File: src/rtl/hex_marquee_ctrl.sv
// Scroll sequencer for a 4-digit active-low 7-seg bank.
// Steps a 4-character window across a message buffer on a prescaled tick.
module hex_marquee_ctrl #(
   parameter int TICK_CYCLES = 50_000_000,
   parameter int MSG_LEN     = 8,
   parameter int AW          = $clog2(MSG_LEN),
   parameter int LW          = AW + 1
) (
   input  logic          CLOCK_50,
   input  logic          RESET,
   input  logic          start,
   input  logic          pause,
   input  logic          stop,
   input  logic          step_req,
   input  logic          dir,
   input  logic [1:0]    speed,
   input  logic          wr_en,
   input  logic [AW-1:0] wr_addr,
   input  logic [6:0]    wr_data,
   input  logic          len_wr,
   input  logic [LW-1:0] len_data,
   output logic [6:0]    HEX3,
   output logic [6:0]    HEX2,
   output logic [6:0]    HEX1,
   output logic [6:0]    HEX0,
   output logic [7:0]    LEDG
);

   localparam logic [1:0] S_IDLE  = 2'b00;
   localparam logic [1:0] S_RUN   = 2'b01;
   localparam logic [1:0] S_PAUSE = 2'b10;
   localparam int IW = AW + 2;

   logic [1:0]       state_q, state_d;
   logic [AW-1:0]    ptr_q, ptr_d;
   logic [31:0]      cnt_q, cnt_d;
   logic [LW-1:0]    len_q, len_d;
   logic [1:0]       speed_q;
   logic             step_q, step_d;
   logic [6:0]       buf_q [MSG_LEN];
   logic [6:0]       buf_d [MSG_LEN];
   logic [3:0][6:0]  hex_q, hex_d;
   logic [31:0]      period;
   logic             len_ok;
   logic [LW-1:0]    base, inc;

   always_comb begin
      period  = 32'(TICK_CYCLES) >> speed;
      len_ok  = len_wr && (len_data != '0) && (len_data <= LW'(MSG_LEN));
      len_d   = len_ok ? len_data : len_q;
      state_d = state_q;
      cnt_d   = cnt_q;
      step_d  = 1'b0;
      if (stop) begin
         state_d = S_IDLE;
         cnt_d   = '0;
      end else if (pause && state_q == S_RUN) begin
         state_d = S_PAUSE;
         cnt_d   = '0;
      end else if (start && state_q != S_RUN) begin
         state_d = S_RUN;
         cnt_d   = '0;
      end else if (step_req && state_q == S_PAUSE) begin
         step_d = 1'b1;
      end else if (state_q == S_RUN) begin
         if (speed != speed_q) begin
            cnt_d = '0;
         end else if (cnt_q == period - 32'd1) begin
            cnt_d  = '0;
            step_d = 1'b1;
         end else begin
            cnt_d = cnt_q + 32'd1;
         end
      end
   end

   // Step is evaluated against the new length when one is loaded.
   always_comb begin
      base = ({1'b0, ptr_q} >= len_d) ? '0 : {1'b0, ptr_q};
      inc  = base + 1'b1;
      ptr_d = base[AW-1:0];
      if (stop) begin
         ptr_d = '0;
      end else if (step_d) begin
         if (dir) begin
            ptr_d = (base == '0) ? AW'(len_d - 1'b1) : AW'(base - 1'b1);
         end else begin
            ptr_d = (inc >= len_d) ? '0 : inc[AW-1:0];
         end
      end
   end

   always_comb begin
      for (int i = 0; i < MSG_LEN; i++) begin
         buf_d[i] = buf_q[i];
      end
      if (wr_en) begin
         buf_d[wr_addr] = wr_data;
      end
   end

   always_comb begin
      logic [IW-1:0] idx;
      hex_d = hex_q;
      for (int i = 0; i < 4; i++) begin
         idx = IW'(ptr_q) + IW'(i);
         for (int k = 0; k < 4; k++) begin
            if (idx >= IW'(len_q)) begin
               idx = idx - IW'(len_q);
            end
         end
         hex_d[3-i] = buf_q[idx[AW-1:0]];
      end
   end

   always_ff @(posedge CLOCK_50) begin
      if (RESET) begin
         state_q <= S_IDLE;
         ptr_q   <= '0;
         cnt_q   <= '0;
         len_q   <= LW'(4);
         speed_q <= '0;
         step_q  <= 1'b0;
         hex_q   <= {4{7'h7F}};
         for (int i = 0; i < MSG_LEN; i++) begin
            buf_q[i] <= 7'h7F;
         end
         buf_q[0] <= 7'h09;
         buf_q[1] <= 7'h06;
         buf_q[2] <= 7'h47;
         buf_q[3] <= 7'h0C;
      end else begin
         state_q <= state_d;
         ptr_q   <= ptr_d;
         cnt_q   <= cnt_d;
         len_q   <= len_d;
         speed_q <= speed;
         step_q  <= step_d;
         hex_q   <= hex_d;
         for (int i = 0; i < MSG_LEN; i++) begin
            buf_q[i] <= buf_d[i];
         end
      end
   end

   assign HEX3 = hex_q[3];
   assign HEX2 = hex_q[2];
   assign HEX1 = hex_q[1];
   assign HEX0 = hex_q[0];
   assign LEDG = {step_q, 1'b0, state_q, 4'(ptr_q)};

endmodule
File: config.mk
export PLATFORM = sky130hd
export DESIGN_NAME = hex_marquee_ctrl
export DESIGN_NICKNAME = d
export VERILOG_FILES = /design/src/rtl/hex_marquee_ctrl.sv
export SDC_FILE = /design/constraint.sdc
export NUM_CORES = 1
export LEC_CHECK = 0
export ABC_AREA = 0
export CORE_UTILIZATION = 50
export CTS_CLUSTER_SIZE = 25
export DETAILED_ROUTE_END_ITERATION = 8
export PLACE_DENSITY_LB_ADDON = 0.05
export SYNTH_ARGS = -nofsm -noshare
export SYNTH_HDL_FRONTEND = slang
export SYNTH_SLANG_ARGS = --single-unit
export TNS_END_PERCENT = 50
File: constraint.sdc
create_clock -name CLOCK_50 -period 10.6 [get_ports CLOCK_50]
set_input_delay 2.65 -clock CLOCK_50 [delete_from_list [all_inputs] [get_ports CLOCK_50]]
set_output_delay 2.65 -clock CLOCK_50 [all_outputs]
set_load 0.03 [all_outputs]
== Word level (Yosys, flattened, before mapping) ==
Memories as Yosys holds them, arrays and structs flattened. A register that Yosys moved wholly into a read port is not among the register bits.
Cells that the tools add are included.
Word-level totals
  bits in writable memories: 56
  memories kept: 1
  register bits: 44
  word-level logic and storage cells: 138
Memories
  buf_q: depth 8, bits a word 7, read ports 12, clocked after Yosys merged registers in 4, write ports 8, line 40  | logic [6:0] buf_q [MSG_LEN];
Operators by class
  reduce and logical (&&, ||, !) cells: 13
  multiplexer cells: 52
  equality and inequality tests: 5
  shift operators: 1
  magnitude comparators: 21
  bitwise gates (word level): 14
  add/subtract/negate cells: 24
Operators by type and width (number)
  $mux W7: 13
  $mux W32: 2
  $ge A5 B4 Y1: 12
  $mux W5: 12
  $bwmux W56: 1
  $mux W56: 1
  $sub A5 B4 Y5: 8
  $add A32 B1 Y32 const B: 1
  $eq A32 B32 Y1: 1
  $shr A26 B2 Y32 const A: 1
  $sub A32 B1 Y32 const B: 1
  $mux W3: 9
  $demux W7 S3: 1
  $ge A4 B4 Y1: 4
  $sub A4 B4 Y5: 3
  $or A1 B1 Y1: 12
  $sub A3 B3 Y3: 4
  $mux W1: 10
  $add A3 B1 Y4 const B: 2
  $add A3 B2 Y4 const B: 2
  $ge A3 B4 Y1: 2
  $logic_and A1 B1 Y1: 6
  $sub A3 B1 Y3 const B: 2
  $sub A3 B4 Y5: 1
  18 further kinds: 19

== Longest topological paths before layout ==
  depth in word-level cells: 11
  mapped depth: 34

== Least setup slack after synthesis ==
No wires, ideal clock.
  kind: reg-to-reg
  start point: reg len_q[1]
  end point: reg hex_q (netlist bit HEX3[5]) (read register of buf_q)
  path slack: 2209 ps
  period minus slack after synthesis: 8391 ps
  stages on the path, launching flop included: 30
  arrival: 8247 ps
  cells stage by stage: dfxtp_1 inv_1 ha_1 nor2_1 o311a_1 nor2_1 mux2_2 inv_1 ha_1 a2111oi_4 o22ai_2 mux2_4 ha_1 nand2b_1 a21oi_1 o21bai_1 a2111oi_4 mux2i_4 inv_4 ha_1 buf_6 nand2b_1 a211o_1 a21oi_1 or4b_4 nand2_4 buf_6 nand4_4 a211oi_4 a221oi_2
Between the ends
  longest elaborated chain between the ends: 8
  elaborated cells on any way between the ends: 12
  those cells by class: 4 x add/sub; 4 x order compare; 4 x mux
Ends and longest elaborated chain
  start, declared: line 37  | logic [LW-1:0] len_q, len_d;
  start signal, assigned: line 136  | len_q <= len_d;
  $sub A3 B4 Y5 / $ge A3 B4 Y1 (equally long branches): line 109, 108
  $mux W5: line 108  | if (idx >= IW'(len_q)) begin
  $sub A5 B4 Y5 / $ge A5 B4 Y1 (equally long branches): line 109, 108
  $mux W5: line 108
  $sub A5 B4 Y5 / $ge A5 B4 Y1 (equally long branches): line 109, 108
  $mux W5: line 108
  $ge A5 B4 Y1 / $sub A3 B3 Y3 (equally long branches): line 108, 109
  $mux W3 (*): line 108
  end, declared: line 42  | logic [3:0][6:0] hex_q, hex_d;
Mark *: on every way between the ends. The rest lies on a longest branch, timed or not.
A chain may end at the register's enable or synchronous reset.

== Worst setup path after layout ==
  start point: reg ptr_q[1]
  end point: reg hex_q (netlist bit HEX2[0]) (read register of buf_q)
Between the ends
  longest elaborated chain between the ends: 9
  elaborated cells on any way between the ends: 13
  those cells by class: 5 x add/sub; 4 x order compare; 4 x mux
Ends and longest elaborated chain
  start, declared: line 35  | logic [AW-1:0] ptr_q, ptr_d;
  start signal, assigned: line 134  | ptr_q <= ptr_d;
  $add A3 B1 Y4 (*): line 106  | idx = IW'(ptr_q) + IW'(i);
  $sub A4 B4 Y5 / $ge A4 B4 Y1 (equally long branches): line 109, 108
  $mux W5 (*): line 108
  $sub A5 B4 Y5 / $ge A5 B4 Y1 (equally long branches): line 109, 108
  $mux W5 (*): line 108
  $sub A5 B4 Y5 / $ge A5 B4 Y1 (equally long branches): line 109, 108
  $mux W5 (*): line 108
  $ge A5 B4 Y1 / $sub A3 B3 Y3 (equally long branches): line 108, 109
  $mux W3 (*): line 108
Marks and branches as above.

==> flow_metrics.tcl <==
set metrics [dict create \
    status "complete, no violations" \
    grt_util_met2_pct 48.50 \
    synth_edf_count 0 \
    clkSlewWorstSetupHoldPaths_ns 0.07 \
    crit_top_cell "ha_1" \
    rsz0062_at_grt "no" \
    top_usage_layer "met2" \
    grt_pass1_wl_mm 59.43 \
    fin_util_pct 56.69 \
    whs_path_depth 2 \
    dp.cells 1729 \
    r2r_start "ptr_q[1]" \
    yosys.area.top_type_share_pct 21.08 \
    grt_pass1_vias 10820 \
    synth_cell_type_count 107 \
    initial_core_util_pct 51.32 \
    cp.depth 28 \
    finalNonFillerCells 1761 \
    reg2reg_depth 28 \
    clk_latency_ns 0.43 \
    max_freq_mhz 109.0 \
    cp.arrival_ns 9.52 \
    setup_viol_count_final 0 \
    worst_pin_slew_ns 1.283 \
    worstHoldStart "cnt_q[20]" \
    worst_slack_ns 1.427 \
    worstPathMaxFanout 23 \
    syn-cell-area_um2 12150 \
    vias 11200 \
    finalWeightedCongestion 0.9130 \
    cap_violations 0 \
    ctsHoldBuffers 0 \
    grt_antenna_before_repair 0 \
    async_reset_ff_share_pct 0 \
    met1_usage_pct 41.59 \
    die_y_um 157.9 \
    nets 1547 \
    synth-seq-cells 128 \
    period_share_pct 86.54 \
    rr_endpoint "HEX2[0]" \
    hold_viol_final 0 \
    cts_tree "yes" \
    drt_iter0_drc 911 \
    post_cts_resized 0 \
    cp_num_buf_inv 1 \
    cts_setup_buffers 0 \
    hold-path-endpoint "cnt_q[20]" \
    drv_slew 0 \
    root_buffer "clkbuf_16" \
    drive_gt1_share_pct 10.47 \
    finalSetupTns_ns 0 \
    final_cell_mix "138 x mux2i_1, 128 x dfxtp_1, 116 x nand2_1, 114 x nor2_1, 104 x a21oi_1" \
    reg2reg_slack_ns 1.43 \
    yosysWarnings 0 \
    cts_max_level 4 \
    ys_seq_area_share_pct 21.08 \
    cts_num_sinks 128 \
    max-vdd-ir-drop_v 0.0001111 \
    crit_family "multiplexers" \
    cpPeakStageDelay_ns 1.13 \
    yosysTopAreaCell "dfxtp_1" \
    worst_clock_skew_ns 0.01396 \
    synth_cells 1421 \
    dp.final_hpwl_mm 25.94 \
    dp_worst_setup_slack_ns 1.581 \
    portBuffers 58 \
    drc 0 \
    firstDrtPassIters 6 \
    worst_setup_path_start_kind "flop" \
    synth_flop_cell "dfxtp_1" \
    worstHoldPathType "reg2reg" \
    wl_per_cell_um 21.22 \
    io-pin-count 61 \
    finalCriticalPeriod_ns 9.173 \
    syn_area_per_cell_um2 8.553 \
    dieArea_um2 24940 \
    p_leak_uw 0.005086 \
    area_growth_pct 10.46 \
    drt-total-wl_mm 37.37 \
    p_per_area_nw_per_um2 205.7 \
    grt_max_degree 48 \
    crit_path_end_kind "flop" \
    critPathSlowestCell "mux2i_1" \
    slew_headroom_pct 12.00 \
    rows 56 \
    ant_nets 0 \
    viasPerCell 6.359 \
    cts_buffer_depth 2 \
    diodes 0 \
    synth_area_leaders "dfxtp_1 21%, mux2i_1 11%, ha_1 7.9%" \
    fp.dieW_um 157.9 \
    worstPathRequired_ns 10.94 \
    crit_type "reg2reg" \
    globalRouteMet3Util_pct 5.448 \
    overflow 0 \
    cts_buffers 17 \
    final_common_cell "mux2i_1" \
    core-area_um2 23680 \
    grt_usage_pct 30.97 \
]
-- through the flow --
step / total power, uW / cell area, um^2 / hold WS, ns
6_report: 2762 / 13430 / 0.4883
5_1_grt: 2920 / 13430 / 0.5102
3_5_place_dp: 2114 / 12810 / 0.4784
3_3_place_gp: 2097 / 12810 / 0.4704
4_1_cts: 2749 / 13430 / 0.4873
2_1_floorplan: 1835 / 12160 / 0.4532
-- worst max path at each step --
stage | start | end | slack (ns)
after global placement | ptr_q[1] | HEX2[3] | 1.64
after floorplan | len_q[1] | HEX3[5] | 2.21
after global routing | ptr_q[1] | HEX2[0] | 0.53
after detailed placement | ptr_q[1] | HEX2[3] | 1.58
after CTS | ptr_q[1] | HEX2[0] | 1.53
final | ptr_q[1] | HEX2[0] | 1.43
-- synth_stat cells, types with 17 or more instances --
master	count
mux2i_1	139
dfxtp_1	128
nand2_1	116
nor2_1	114
a21oi_1	105
ha_1	77
inv_1	58
o21ai_0	58
clkbuf_1	39
mux2_2	36
nand3_1	35
nand2b_1	28
xnor2_1	23
a221oi_1	21
nor3_1	20
and3_1	18
nand3b_1	18
a21o_1	17
-- kinds of logic after synthesis --
logic type	after synthesis	synth area share [%]
simple gates	445	18.98
compound gates	380	23.28
mux	199	18.26
buf+inv	145	5.641
flops	128	21.08
fa+ha+maj	93	10.56
xor+xnor	30	2.162
other cells	1	0.03085
-- tightest hold or removal path, delay by kind of cell (launching register included) --
kind / cells / cell delay [ns]
flip-flops: 1 / 0.32
AND/OR/NAND/NOR: 1 / 0.07
AO/OA/AOI/OAI: 1 / 0.05
-- final cells by class --
type	count	area [um^2]
multi-input cells	1149	8926
well taps	319	399.1
fillers	2239	10260
flip-flops and latches	128	2562
clock buffers	18	439.2
repair buffers	72	685.7
clock inverters	14	178.9
inverters	61	234.0
-- sequential cells by signal, indices dropped and copies added, names as in the netlist --
name,flops
HEX0,7
HEX1,7
HEX2,7
HEX3,7
buf_q,56
cnt_q,32
len_q,4
ptr_q,3
speed_q,2
state_q,2
step_q,1
-- power by group --
group | internal [uW] | switching (uW)
registers | 531 | 35.1
logic | 662 | 902
clock network | 380 | 253
total | 1570 | 1190
-- routing by layer --
metal / vias to the layer above / share of wire [%]
li1: 5342 / -
met5: - / 0
met1: 5339 / 44
met2: 438 / 44
met4: 0 / 3.5
met3: 79 / 8.1
(Power assumes the default switching activity.)
